===== config.mk =====
export PLATFORM = sky130hd
export DESIGN_NAME = pipe_spawn_gen
export DESIGN_NICKNAME = d
export VERILOG_FILES = /design/src/rtl/pipe_spawn_pkg.sv /design/src/rtl/pipe_spawn_gen_clock_divider.sv /design/src/rtl/pipe_spawn_gen.sv
export SDC_FILE = /design/constraint.sdc
export NUM_CORES = 1
export LEC_CHECK = 0
export ABC_AREA = 1
export BUFFER_PORTS_ARGS = -buffer_cell sky130_fd_sc_hd__buf_2
export CAP_MARGIN = 0
export CORE_MARGIN = 3
export CORE_UTILIZATION = 58
export CTS_BUF_LIST = sky130_fd_sc_hd__clkbuf_8
export DETAILED_ROUTE_END_ITERATION = 8
export PLACE_DENSITY = 0.76
export SYNTH_ARGS = -nofsm -noshare
export SYNTH_HDL_FRONTEND = slang
export SYNTH_SLANG_ARGS = --single-unit

===== constraint.sdc =====
create_clock -name clk -period 3.65 [get_ports clk]
set_clock_uncertainty 0.2 [all_clocks]
set_input_delay 0.73 -clock clk [delete_from_list [all_inputs] [get_ports clk]]
set_output_delay 0.73 -clock clk [all_outputs]
set_load 0.02 [all_outputs]

===== src/rtl/pipe_spawn_pkg.sv =====
// Shared constants and the LFSR step function for the pipe spawn generator.
package pipe_spawn_pkg;

   localparam logic [15:0] LFSR_SEED   = 16'hACE1;
   localparam logic [15:0] LFSR_TAPS   = 16'hB400;
   localparam int          Y_MASK_BITS = 7;
   localparam int          Y_WIDTH     = 10;
   localparam logic [Y_WIDTH-1:0] Y_MIN = 10'd20;

   // One Galois step of x^16+x^14+x^13+x^11+1; a nonzero state never reaches zero.
   function automatic logic [15:0] lfsr_step(input logic [15:0] state);
      return (state >> 1) ^ (state[0] ? LFSR_TAPS : 16'h0000);
   endfunction

endpackage


===== src/rtl/pipe_spawn_gen_clock_divider.sv =====
// Enable-gated counter that toggles `out` every PERIOD enabled cycles.
// `wrap` flags the enabled cycle whose clock edge performs the toggle,
// so the parent can register an edge-aligned event without a delay stage.
module clock_divider #(
   parameter int PERIOD = 90
) (
   input  logic clk,
   input  logic en,
   input  logic reset,
   output logic out,
   output logic wrap
);

   localparam int CNT_W = (PERIOD > 1) ? $clog2(PERIOD) : 1;
   localparam logic [CNT_W-1:0] CNT_LAST = CNT_W'(PERIOD - 1);

   logic [CNT_W-1:0] cnt;

   assign wrap = en && (cnt == CNT_LAST);

   // Counter and square-wave register; reset wins over enable and any pending toggle.
   always_ff @(posedge clk) begin
      // NOTE: state registers use non-blocking assignments so every flop
      // samples the pre-edge values, independent of statement order.
      if (reset) begin
         cnt <= '0;
         out <= 1'b0;
      end else if (wrap) begin
         cnt <= '0;
         out <= ~out;
      end else if (en) begin
         cnt <= cnt + CNT_W'(1);
      end
   end

endmodule


===== src/rtl/pipe_spawn_gen.sv =====
// Pipe spawn timing and gap-height source.
// Divides the frame clock into tick_out, pulses spawn on each rising toggle,
// and exposes a bounded pseudo-random gap Y from a 16-bit Galois LFSR.
// Build option: PIPE_SPAWN_GEN_FREERUN_RNG_EN makes the LFSR advance every
// clock (outside reset) instead of only on spawn edges.
module pipe_spawn_gen
   import pipe_spawn_pkg::*;
#(
   parameter int PERIOD = 90
) (
   input  logic               clk,
   input  logic               reset,
   input  logic               en,
   output logic               tick_out,
   output logic               spawn,
   output logic [Y_WIDTH-1:0] rand_y
);

   logic        wrap;
   logic        spawn_next;
   logic        lfsr_adv;
   logic [15:0] lfsr;

   clock_divider #(
      .PERIOD(PERIOD)
   ) u_clock_divider (
      .clk  (clk),
      .en   (en),
      .reset(reset),
      .out  (tick_out),
      .wrap (wrap)
   );

   // A toggle from a low tick_out is the rising edge that launches a pipe.
   assign spawn_next = wrap & ~tick_out;

`ifdef PIPE_SPAWN_GEN_FREERUN_RNG_EN
   assign lfsr_adv = 1'b1;
`else
   assign lfsr_adv = spawn_next;
`endif

   // Spawn pulse register, high for exactly the cycle tick_out first reads 1.
   always_ff @(posedge clk) begin
      if (reset) begin
         spawn <= 1'b0;
      end else begin
         spawn <= spawn_next;
      end
   end

   // LFSR register; advancing on the spawn edge makes the new gap visible with spawn.
   always_ff @(posedge clk) begin
      if (reset) begin
         lfsr <= LFSR_SEED;
      end else if (lfsr_adv) begin
         lfsr <= lfsr_step(lfsr);
      end
   end

   // Low bits offset into the playfield: 20..147 keeps gap top + 70 on screen.
   assign rand_y = Y_MIN + {{(Y_WIDTH - Y_MASK_BITS){1'b0}}, lfsr[Y_MASK_BITS-1:0]};

endmodule


==> impl_metrics.toml <==
[status]
status = "completed"

[layout]
area_growth_pct = 6.55
nNetsFinal = 192
multiInputGateArea_um2 = 583
final_cells = 212
nFillCells = 173
ff_latch_area_um2 = 500
drive_above_1_share_pct = 11.4
antenna_cells = 0

[global_routing]
grt_max_degree = 19
antenna_found_initial = 0
first_global_vias = 985
grt_pass1_wl_um = 3930
grt_overflow_total = 0
grt_use_total_pct = 19.0

[critical_path]
end_kind = "output port"
required_ns = 2.72
crit_family = "flip-flops"
path_class = "flip-flop to output port"
worst_ep_arrival_time_ns = 1.36
crit_chain = "ha_1, o21ai_0, xor2_1, buf_2"
startpoint_type = "flip-flop"
crit_buf_inv = 1
cp_slowest_cell = "dfxtp_1"
slowest_delay_ns = 0.32
path_max_fanout = 2

[placement]
placed_cells = 208
portBuffers = 12
place_congestion = 0.729
hpwl_um = 1600

[die]
rows = 16
start_util_pct = 63.0
design.core.area_um2 = 2000
die_x_um = 52.6
dieArea_um2 = 2770
boundaryPins = 15
die_h_um = 52.6

[clock_tree]
clockBufferDepth = 2
clk_latency_ns = 0.27
htree_levels = 1
cts_buffers = 3
tritoncts = "done"
cts.clk_slew.worst_paths_ns = 0.09
ctsRootBufferMaster = "clkbuf_8"
clock_sinks = 25
cts.repair.resized = 0
post_cts_buffers = 0
hold_buffers = 0

[power_and_ir_drop]
cellPowerDensity_nw_per_um2 = 339
ir_worst_vdd_uv = 275
p_leak_nw = 0.662
total_power_mw = 0.456

[synth]
ys_seq_area_share_pct = 39.7
synth-warning-count = 0
yosys.area_share.simple_pct = 35.7
synthMuxAreaShare_pct = 0.794
synth_xor_area_share_pct = 3.47
netlist_area_um2 = 1260
syn_inst = 177
avgSynthCellArea_um2 = 7.13
synth_top_family_by_area = "simple AND/OR/NAND/NOR gates"
synth_cell_types = 24
synth_seq_cells = 25
synth_compound_area_share_pct = 2.68
synth_fa_ha_area_share_pct = 2.98

[timing]
drv_slew = 0
post-route-period-util_pct = 62.6
setup_tns_ns = 0
relSlewSlack_pct = 55.8
hold_violations = 0
whs_ns = 0.263
rsz0062_at_grt = "no"
worst_slew_pin_slew_ns = 0.661
setup_violations = 0
fmax_ghz = 0.438
period_minus_slack_ns = 2.29

[drt]
drt_iter0_drc = 15
drc = 0
drt_wl_total_um = 2220
drtAntennaViolNets = 0
vias_per_cell = 4.98
first_pass_iters = 5
vias = 1055
wl_per_cell_um = 10.5

[min_path]
hold_class = "flip-flop to flip-flop"

[flow_run]
max_cap_violations = 0
[final timing paths]
path                                               to  depth (start not counted)                                start  slack (ns)
setup reg to reg                 lfsr[8]$_SDFFE_PP0P_                          5  u_clock_divider.cnt[2]$_SDFFE_PP0P_        1.81
hold reg to reg   u_clock_divider.cnt[6]$_SDFFE_PP0P_                          2  u_clock_divider.cnt[6]$_SDFFE_PP0P_        0.26
hold / removal    u_clock_divider.cnt[6]$_SDFFE_PP0P_                          2  u_clock_divider.cnt[6]$_SDFFE_PP0P_        0.26
setup / recovery                            rand_y[6]                          4                 lfsr[2]$_SDFFE_PP0P_        1.36
[power breakdown]
group	switching, mW	total (mW)	internal (mW)	leakage, nW
registers	0.00195	0.276	0.275	0.202
logic	0.0118	0.0170	0.00520	0.434
clock network	0.0860	0.162	0.0763	0.0255
total	0.0998	0.456	0.356	0.662
[layer usage]
layer	track usage [%]	up-vias	wire length, µm
li1	-	562	-
met1	21.2	471	993
met2	34.1	18	1130
met3	3.42	4	75
met4	8.94	0	25
met5	0	-	0
[metrics by stage]
step	setup slack, ns	util (%)	instance area, µm²
after floorplan	1.63	-	1260
after global placement	1.58	64.8	1300
after detailed placement	1.53	64.8	1300
after CTS	1.34	67.1	1340
after global routing	1.26	67.1	1340
final	1.36	67.1	1340
[worst reg2reg max path, cell delays in order, from the launching register on]
cell and delay (ns):
dfxtp_1 0.37, nor3_4 0.60, nand3_4 0.35, nand2_1 0.15, inv_1 0.05, nor2_1 0.08
[synthesized netlist by cell type]
| master | count | area [µm²] |
|---|---|---|
| nand3_1 | 9 | 45.0 |
| ha_1 | 3 | 37.5 |
| buf_2 | 1 | 5.00 |
| a21oi_2 | 1 | 8.76 |
| xor2_1 | 3 | 26.3 |
| nand3_4 | 1 | 17.5 |
| inv_1 | 30 | 113 |
| nor3_4 | 1 | 16.3 |
| mux2i_1 | 1 | 10.0 |
| nand4_1 | 17 | 106 |
| conb_1 | 1 | 3.75 |
| o21ai_0 | 2 | 10.0 |
| nor2_4 | 1 | 11.3 |
| clkbuf_1 | 2 | 7.51 |
| a21oi_1 | 3 | 15.0 |
| buf_4 | 5 | 37.5 |
| xnor2_1 | 2 | 17.5 |
| dfxtp_1 | 25 | 500 |
| nand2_2 | 1 | 6.26 |
| clkinv_1 | 2 | 7.51 |
| nand2_1 | 45 | 169 |
| nor2_1 | 17 | 63.8 |
| nor3_1 | 3 | 15.0 |
| buf_6 | 1 | 11.3 |
[final cells by class]
type | count | area share [%]
inverters | 32 | 8.94
clock inverters | 1 | 0.372
clock buffers | 3 | 3.07
multi-input cells | 112 | 43.4
well taps | 27 | 2.51
repair buffers | 12 | 4.47
flip-flops and latches | 25 | 37.2
[kinds of logic (layout without fill, tap and decap cells)]
family          Yosys count  count (layout)
compound gates            6               6
flops                    25              25
fa+ha+maj                 3               3
simple gates             95              95
mux                       1               1
xor+xnor                  5               5
buf+inv                  41              48
other cells               1               2
[state kept, by name, indices dropped and copies added (netlist names)]
register,cells
lfsr,16
spawn,1
u_clock_divider.cnt,7
u_clock_divider.out,1
[placed cells by master, fill, tap and decap left out, types with 9 or more instances in the layout]
cell	synthesis	routed
nand3_1	9	9
nor2_1	17	17
buf_2	1	12
dfxtp_1	25	25
nand2_1	45	45
nand4_1	17	17
inv_1	30	30
Note: power is estimated with default switching activity, not from simulation.
